==> src/rtl/mem_stage.sv <==
`default_nettype none
//==============================================================================
// Module      : mem_stage
// Description : Memory-access pipeline stage sitting directly after execute.
//               Registers the execute results and runs loads/stores through a
//               req/ack handshake to data memory. Load data is sign- or
//               zero-extended by access width. The stage raises stall_mem
//               while an access is outstanding. alu_resultm is the forwarding
//               source for execute; all registered outputs feed write-back.
//
// Ports       : clk, rst (async, active-low)
//               execute side : reg_wee, ope, mem_wee, rde, pcne, alu_result,
//                              rd2_ture, wb_ctre, flush
//               write-back   : reg_wem, mem_wem, rdm, pcnm, alu_resultm,
//                              wb_ctrm, opm, mem_rdatam
//               pipeline     : stall_mem
//               data memory  : dmem_req, dmem_we, dmem_addr, dmem_wdata,
//                              dmem_be, dmem_ack, dmem_rdata
//               optional     : misalign
//
// Options     : MEM_MISALIGN_CHK_EN - when defined, misaligned halfword/word
//               accesses are suppressed and flagged on the misalign port.
//
// Revision    : 1.0 - initial release
//==============================================================================
module mem_stage #(
    parameter int DATA_WIDTH = 32,
    parameter int ADDR_WIDTH = 32
) (
    input  logic                  clk,
    input  logic                  rst,
    input  logic                  reg_wee,
    input  logic [2:0]            ope,
    input  logic                  mem_wee,
    input  logic [4:0]            rde,
    input  logic [ADDR_WIDTH-1:0] pcne,
    input  logic [DATA_WIDTH-1:0] alu_result,
    input  logic [DATA_WIDTH-1:0] rd2_ture,
    input  logic [1:0]            wb_ctre,
    input  logic                  flush,
    output logic                  reg_wem,
    output logic                  mem_wem,
    output logic [4:0]            rdm,
    output logic [ADDR_WIDTH-1:0] pcnm,
    output logic [DATA_WIDTH-1:0] alu_resultm,
    output logic [1:0]            wb_ctrm,
    output logic [2:0]            opm,
    output logic [DATA_WIDTH-1:0] mem_rdatam,
    output logic                  stall_mem,
    output logic                  dmem_req,
    output logic                  dmem_we,
    output logic [ADDR_WIDTH-1:0] dmem_addr,
    output logic [DATA_WIDTH-1:0] dmem_wdata,
    output logic [3:0]            dmem_be,
    input  logic                  dmem_ack,
    input  logic [DATA_WIDTH-1:0] dmem_rdata
`ifdef MEM_MISALIGN_CHK_EN
    ,
    output logic                  misalign
`endif
);

    typedef enum logic [1:0] {
        S_IDLE = 2'd0,
        S_WAIT = 2'd1,
        S_DONE = 2'd2
    } state_t;

    // Input (execute -> memory) register
    logic                  r_reg_we;
    logic                  r_mem_we;
    logic [4:0]            r_rd;
    logic [ADDR_WIDTH-1:0] r_pcn;
    logic [DATA_WIDTH-1:0] r_alu;
    logic [DATA_WIDTH-1:0] r_rd2;
    logic [1:0]            r_wb_ctr;
    logic [2:0]            r_ope;
    logic [DATA_WIDTH-1:0] r_rdata;

    state_t r_state;
    state_t w_state_nxt;

    logic                  w_req;
    logic                  w_stall;
    logic                  w_access;
    logic                  w_is_load;
    logic                  w_misalign;
    logic                  w_rdata_cap;
    logic [1:0]            w_a;
    logic [3:0]            w_be;
    logic [DATA_WIDTH-1:0] w_wdata;
    logic [7:0]            w_byte;
    logic [15:0]           w_half;
    logic [DATA_WIDTH-1:0] w_ext;

    assign w_a       = r_alu[1:0];
    assign w_access  = r_mem_we | (r_wb_ctr == 2'b01);
    assign w_is_load = (r_wb_ctr == 2'b01) & ~r_mem_we;

    // ope[1] selects word, ope[0] selects half, otherwise byte.
`ifdef MEM_MISALIGN_CHK_EN
    assign w_misalign = w_access &
                        ((r_ope[1] & (w_a != 2'b00)) |
                         (~r_ope[1] & r_ope[0] & w_a[0]));
    assign misalign   = w_misalign;
`else
    assign w_misalign = 1'b0;
`endif

    //--------------------------------------------------------------------------
    // Access state machine
    //--------------------------------------------------------------------------
    always_ff @(posedge clk or negedge rst) begin
        if (!rst) begin
            r_state <= S_IDLE;
        end else begin
            r_state <= w_state_nxt;
        end
    end

    always_comb begin
        w_state_nxt = r_state;
        w_req       = 1'b0;
        w_stall     = 1'b0;
        case (r_state)
            S_IDLE: begin
                // A suppressed misaligned access behaves like a pass-through.
                if (w_access && !w_misalign) begin
                    w_req       = 1'b1;
                    w_stall     = 1'b1;
                    w_state_nxt = S_WAIT;
                end
            end
            S_WAIT: begin
                w_req   = 1'b1;
                w_stall = 1'b1;
                if (dmem_ack) begin
                    w_state_nxt = S_DONE;
                end
            end
            S_DONE: begin
                w_state_nxt = S_IDLE;
            end
            default: begin
                w_state_nxt = S_IDLE;
            end
        endcase
    end

    //--------------------------------------------------------------------------
    // Input register: held while stalled; flush inserts a bubble.
    //--------------------------------------------------------------------------
    always_ff @(posedge clk or negedge rst) begin
        if (!rst) begin
            r_reg_we <= 1'b0;
            r_mem_we <= 1'b0;
            r_rd     <= '0;
            r_pcn    <= '0;
            r_alu    <= '0;
            r_rd2    <= '0;
            r_wb_ctr <= 2'b00;
            r_ope    <= 3'b000;
        end else if (!w_stall) begin
            r_pcn <= pcne;
            r_alu <= alu_result;
            r_rd2 <= rd2_ture;
            r_ope <= ope;
            if (flush) begin
                r_reg_we <= 1'b0;
                r_mem_we <= 1'b0;
                r_rd     <= '0;
                r_wb_ctr <= 2'b00;
            end else begin
                r_reg_we <= reg_wee;
                r_mem_we <= mem_wee;
                r_rd     <= rde;
                r_wb_ctr <= wb_ctre;
            end
        end
    end

    //--------------------------------------------------------------------------
    // Byte lanes and store data replication
    //--------------------------------------------------------------------------
    always_comb begin
        w_be    = 4'b1111;
        w_wdata = r_rd2;
        if (!r_ope[1]) begin
            if (r_ope[0]) begin
                // Shift truncates to 4 bits for a misaligned half at a=3.
                w_be    = 4'b0011 << w_a;
                w_wdata = {2{r_rd2[15:0]}};
            end else begin
                w_be    = 4'b0001 << w_a;
                w_wdata = {4{r_rd2[7:0]}};
            end
        end
    end

    //--------------------------------------------------------------------------
    // Load extraction and extension
    //--------------------------------------------------------------------------
    always_comb begin
        w_byte = dmem_rdata[7:0];
        case (w_a)
            2'd0:    w_byte = dmem_rdata[7:0];
            2'd1:    w_byte = dmem_rdata[15:8];
            2'd2:    w_byte = dmem_rdata[23:16];
            default: w_byte = dmem_rdata[31:24];
        endcase
    end

    // Half selection uses only a[1]; a misaligned half reads its aligned half.
    assign w_half = w_a[1] ? dmem_rdata[31:16] : dmem_rdata[15:0];

    always_comb begin
        w_ext = dmem_rdata;
        case (r_ope)
            3'b000:  w_ext = {{24{w_byte[7]}}, w_byte};
            3'b100:  w_ext = {24'd0, w_byte};
            3'b001:  w_ext = {{16{w_half[15]}}, w_half};
            3'b101:  w_ext = {16'd0, w_half};
            default: w_ext = dmem_rdata;
        endcase
    end

    assign w_rdata_cap = (r_state == S_WAIT) & dmem_ack & w_is_load;

    always_ff @(posedge clk or negedge rst) begin
        if (!rst) begin
            r_rdata <= '0;
        end else if (w_rdata_cap) begin
            r_rdata <= w_ext;
        end
    end

    //--------------------------------------------------------------------------
    // Outputs. Memory-side signals are zero outside a request so that the
    // bus is quiet after reset and between accesses; during a request they
    // come straight from the held input register and therefore stay stable.
    //--------------------------------------------------------------------------
    assign reg_wem     = r_reg_we & ~w_misalign;
    assign mem_wem     = r_mem_we;
    assign rdm         = r_rd;
    assign pcnm        = r_pcn;
    assign alu_resultm = r_alu;
    assign wb_ctrm     = r_wb_ctr;
    assign opm         = r_ope;
    assign mem_rdatam  = r_rdata;
    assign stall_mem   = w_stall;

    assign dmem_req    = w_req;
    assign dmem_we     = w_req & r_mem_we;
    assign dmem_addr   = w_req ? {r_alu[ADDR_WIDTH-1:2], 2'b00} : '0;
    assign dmem_wdata  = w_req ? w_wdata : '0;
    assign dmem_be     = w_req ? w_be : 4'b0000;

endmodule

`default_nettype wire
==> config.mk <==
export PLATFORM = sky130hd
export DESIGN_NAME = mem_stage
export DESIGN_NICKNAME = d
export VERILOG_FILES = /design/src/rtl/mem_stage.sv
export SDC_FILE = /design/constraint.sdc
export NUM_CORES = 1
export LEC_CHECK = 0
export ABC_AREA = 1
export ABC_CLOCK_PERIOD_IN_PS = 3200
export BUFFER_PORTS_ARGS = -buffer_cell sky130_fd_sc_hd__buf_2
export CAP_MARGIN = 30
export CORE_MARGIN = 4
export CORE_UTILIZATION = 50
export DETAILED_ROUTE_END_ITERATION = 8
export PLACE_DENSITY_LB_ADDON = 0.12
export SLEW_MARGIN = 40
export SYNTH_ARGS = -nofsm -noshare
export SYNTH_HDL_FRONTEND = slang
export SYNTH_SLANG_ARGS = --single-unit
==> constraint.sdc <==
create_clock -name clk -period 3.2 [get_ports clk]
set_clock_uncertainty 0.15 [all_clocks]
set_input_delay 0 -clock clk [delete_from_list [all_inputs] [get_ports clk]]
set_output_delay 0 -clock clk [all_outputs]
set_load 0.1 [all_outputs]
# Yosys cells after proc, flatten, opt, wreduce, memory -nomap -nowiden
# Index checks and enable logic that the tools add are counted.
[word_totals]
ff_bits = 142
wordCells = 50
in_bits = 144
out_inout_bits = 179
[op_classes]
shift = 2
muxes = 19
n_bitwise = 6
n_eq_ne = 9
n_reduce_logical = 4
[ops]
columns = ["cell", "n"]
rows = [
  ["two-way mux 32 bit", 4],
  ["case mux 32 bit (4 select lines)", 1],
  ["case mux 8 bit (3 select lines)", 1],
  ["two-way mux 16 bit", 1],
  ["two-way mux 4 bit", 3],
  ["equality test 2 x 1 -> 1 bit, second input constant", 3],
  ["equality test 3 bit, second input constant", 2],
  ["two-way mux 2 bit", 3],
  ["two-way mux 5 bit", 1],
  ["AND 1 bit", 4],
  ["zero test 2 bit", 2],
  ["inequality test 2 bit, second input constant", 2],
  ["case mux 2 bit (2 select lines)", 1],
  ["left shift 1 x 2 -> 4 bit, first input constant", 1],
  ["left shift 2 x 2 -> 4 bit, first input constant", 1],
  ["equality test 3 x 1 -> 1 bit, second input constant", 1],
  ["zero test 3 bit", 1],
  ["two-way mux 1 bit", 3],
  ["equality test 2 bit, second input constant", 1],
  ["case mux 1 bit (2 select lines)", 1],
  ["AND reduction 2 bit", 1],
  ["NOT 1 bit", 1],
  ["OR 1 bit", 1],
]

# Logic depth before layout (Yosys ltp)
[logic_depth]
ltp_word = 5
mapped_depth = 10
depth_no_buf = 9

# Least setup slack after synthesis
# Ideal clock, no wire load.
[synth_path]
kind = "reg2out"
startpoint = "register r_mem_we (netlist: mem_wem)"
endpoint = "output dmem_be[3]"
n_path_buf = 1
t_arrival_ps = 3749
path_stages_with_launch = 8
path_slack_ps = -699
required_time_ps = 3050
cell_sequence = "dfrtp_1 > inv_1 > nand2_1 > nand2_1 > nand2_1 > buf_2 > nand2_1 > o21ai_0"
[synth_via]
elab_chain_cells = 4
[synth_rtl]
columns = ["item", "line_no", "rtl"]
rows = [
  ["from (decl)", "71", "logic r_mem_we;"],
  ["from (signal assigned)", "175", "r_mem_we <= mem_wee;"],
  ["OR 1 bit", "97", "assign w_access = r_mem_we | (r_wb_ctr == 2'b01);"],
  ["two-way mux 1 bit", "128", "if (w_access && !w_misalign) begin"],
  ["case mux 1 bit (2 select lines)", "125", "case (r_state)"],
  ["two-way mux 4 bit", "256", "assign dmem_be = w_req ? w_be : 4'b0000;"],
  ["to (decl)", "54", "output logic [3:0] dmem_be,"],
]
# No other way between the ends.

# Worst setup path in the final report
[layout_path]
startpoint = "register r_ope[1] (netlist: opm[1])"
endpoint = "register r_rdata[7] (netlist: mem_rdatam[7])"
[layout_via]
elab_chain_cells = 2
elab_cells_between_ends = 5
cone_classes = "3 x eq/ne; 1 x mux; 1 x reduce/logical"
[layout_rtl]
columns = ["item", "line_no", "rtl"]
rows = [
  ["from (decl)", "77", "logic [2:0] r_ope;"],
  ["from (signal assigned)", "167", "r_ope <= ope;"],
  ["equality test 3 bit (tied with other cells)", "218", "case (r_ope)"],
  ["case mux 32 bit (4 select lines) *", "218", ""],
  ["to (signal assigned)", "233", "r_rdata <= w_ext;"],
  ["to (decl)", "78", "logic [DATA_WIDTH-1:0] r_rdata;"],
]
# Mark *: on every way between the ends. The rest lies on a longest branch, timed or not.
# A chain may end at the register's enable or synchronous reset.

==> run summary <==
Most frequent cell after synthesis: nand2_1
Total congestion overflow after global routing: 0
Crit. End Element: flip-flop
CP Max Fanout: 26
Worst Setup Path Type: flip-flop to flip-flop
Post-synthesis to final-layout area growth: 59.2%
Hold/Removal Path Class: primary input to asynchronous set/reset pin
Hold Violations, Final: 0
Slew Limit Headroom: 50.8%
Die Width: 124 um
Netlist area before placement: 6790 sq um
Final worst setup slack: 0.258 ns
Total iterations of the first detailed-routing run: 6
Average routed wire per standard cell: 16.9 um
Largest net degree at the start of global routing: 86
Detail Placement HPWL: 16.0 mm
Die area: 15500 sq um
Overall via count from detail_route: 8059
Run status: complete, no violations
Clock tree from TritonCTS: yes
Height of the die: 124 um
First-pass GRT wire length: 41.9 mm
Drt first-iter violations: 768
Arrival time at the worst endpoint: 3.14 ns
Deepest clock path buffer count: 2
Sink count of the clock tree: 142
Vias in the first global route: 8092
R2r endpoint: mem_rdatam[7]$_DFFE_PN0P_
Largest cells by area after synthesis: dfrtp_1 (52%), nand2_1 (23%), inv_1 (4.9%)
Worst reg2reg startpoint: opm[1]$_DFFE_PN0N_
Max-cap check violation count: 0
Synthesized instance count: 901
Transition time at the pin with the least slew margin: 0.737 ns
Cell count of the worst reg-to-reg path: 8
Register-to-register path setup slack: 0.26 ns
Top cells by count, synth: nand2_1 (420), dfrtp_1 (142), inv_1 (89), nor2_1 (68), o21ai_0 (33)
Worst-skew pair later-pin latency: 0.42 ns
Seq/Total Area, Yosys: 52.4%
Total of endpoints with negative setup slack in the final report: 0
Flip-flop and latch count after synthesis: 142
EDFF count, synth: 0
DP Area: 8490 sq um
Crit path required time: 3.40 ns
Fraction of synthesized cell area taken by the top area cell type: 52.4%
Number of distinct library cells after synthesis: 29
Pins over their slew limit: 0
CP Cell Sequence: buf_4 -> inv_2 -> nand2_4 -> a21oi_1 -> nor2_1 -> dlygate4sd3_1 -> a21oi_1 -> dlygate4sd3_1
Sum of routed wire length over all layers: 26.4 mm
Final std cell area, no fill: 10800 sq um
Core Footprint: 13200 sq um
Total number of placement rows: 42
Maximum clock frequency: 340 MHz
Post-Syn Area per Cell: 7.53 sq um
Register clock-pin slew on the reported worst setup and hold paths: 0.06 ns
Layout cell share with drive strength beyond 1: 29.0%
Antenna violations before repair: 1
Clock period minus final worst setup slack: 2.94 ns
Slowest library cell on the worst path: dlygate4sd3_1
Proportion of synthesized flip-flops having asynchronous set or reset: 100%
Most used flip-flop cell after synthesis: dfrtp_1
Effective utilization at floorplan: 51.2%
CP max stage delay: 0.57 ns
GRT Resource Usage Total: 33.7%
IO buf count: 320
Number of warnings issued by yosys: 0
Final total negative setup slack: 0 ns
Filler Cell Count: 839
Startpoint type of the worst setup path: flip-flop
Worst slack at placement: 0.936 ns
Largest area contributor in the synthesized netlist: dfrtp_1
Number of nets still failing antenna checks after routing: 0
Unrepaired setup endpoints after global routing: false
Number of vias per cell after detailed routing: 5.16
Routability-driven placement congestion ratio: 0.933
I/O pin total: 323
Final worst-path cycle share: 92.0%
Total number of H-tree levels: 4
Number of post-CTS setup repair buffers: 0
Clock buffers created by TritonCTS: 17
# nets final: 1516
Buffer type at the clock tree root: clkbuf_16
Drc violations: 0
-- logic make-up (layout without fill, tap and decap cells) --
logic type / count (synthesis) / after routing / share of synthesized area [%]
AND/OR/NAND/NOR: 544 / 544 / 33.0
flip-flops: 142 / 142 / 52.4
buffers and inverters: 140 / 622 / 8.81
AO/OA/AOI/OAI: 74 / 74 / 5.73
other: 1 / 3 / 0.0553
-- per-layer routing --
layer / GRT usage (%) / wire [um] / vias to the layer above
li1: - / - / 3653
met1: 38.7 / 9500 / 3768
met2: 56.6 / 13100 / 500
met3: 7.76 / 2200 / 138
met4: 21.3 / 1670 / 0
met5: 0 / 0 / -
-- repair_timing --
action	4_1_cts	5_1_grt
gates resized for setup	0	0
endpoints found under the hold margin	219	0
hold buffers	166	0
setup endpoints to repair	0	0
-- cell type report --
type	count	area [sq um]	area share, %
diodes	1	2.50	0.0232
clock buffers	20	457	4.23
clock inverters	11	189	1.75
inverters	94	354	3.28
multi-input cells	620	2650	24.5
flip-flops and latches	142	3550	32.9
well taps	176	220	2.04
repair buffers	497	3380	31.3
-- per-stage QoR --
step                      utilization, %  cells  hold slack, ns
after floorplan                        -    902          -0.446
after global placement              64.1   1363         -0.0545
after detailed placement            64.1   1363         -0.0552
after CTS                           81.6   1560          0.0675
after global routing                81.6   1561           0.123
final                               81.6   1561          0.0340
-- cells in the final DEF, fill, tap and decap left out, types with 2 or more instances in the layout --
cell type and count:
nor2_1 68, clkbuf_8 2, nand2_4 2, nand3_2 9
buf_4 10, dlygate4sd3_1 166, buf_12 2, clkinvlp_4 2
clkbuf_16 17, o21ai_0 32, conb_1 2, o22ai_1 9
nand2_1 419, dfrtp_1 142, nor2_2 2, bufinv_16 5
or2_2 17, nor3_1 2, inv_2 3, nand3_1 18
buf_2 318, nand2_2 2, inv_1 89, clkinv_2 4
a21oi_1 28, o211ai_1 3
-- registers in the layout, summed over array words and instances (netlist names) --
name	cells
alu_resultm	32
mem_rdatam	32
mem_wem	1
opm	3
pcnm	32
r_rd2	32
r_state	2
rdm	5
reg_wem	1
wb_ctrm	2
-- worst max-delay path, delay by kind of cell (launching register included) --
family	cells	cell delay, ns
AND/OR/NAND/NOR	2	0.27
buffers and inverters	4	1.74
flip-flops	1	0.37
AO/OA/AOI/OAI	2	0.32
-- worst max-delay path by stage --
| stage | startpoint | to | slack (ns) | cells after the start |
|---|---|---|---|---|
| after floorplan | mem_wem$_DFFE_PN0N_ | dmem_wdata[16] | -0.11 | 7 |
| after global placement | wb_ctrm[1]$_DFFE_PN0N_ | dmem_wdata[28] | 0.96 | 9 |
| after detailed placement | wb_ctrm[1]$_DFFE_PN0N_ | dmem_wdata[28] | 0.94 | 9 |
| after global routing | opm[1]$_DFFE_PN0N_ | mem_rdatam[7]$_DFFE_PN0P_ | 0.12 | 8 |
| final | opm[1]$_DFFE_PN0N_ | mem_rdatam[7]$_DFFE_PN0P_ | 0.26 | 8 |
| after CTS | opm[1]$_DFFE_PN0N_ | mem_rdatam[7]$_DFFE_PN0P_ | 0.33 | 8 |
Power is not shown: default switching activity piles up to over one toggle a cycle in this logic, so the estimate is an artifact.
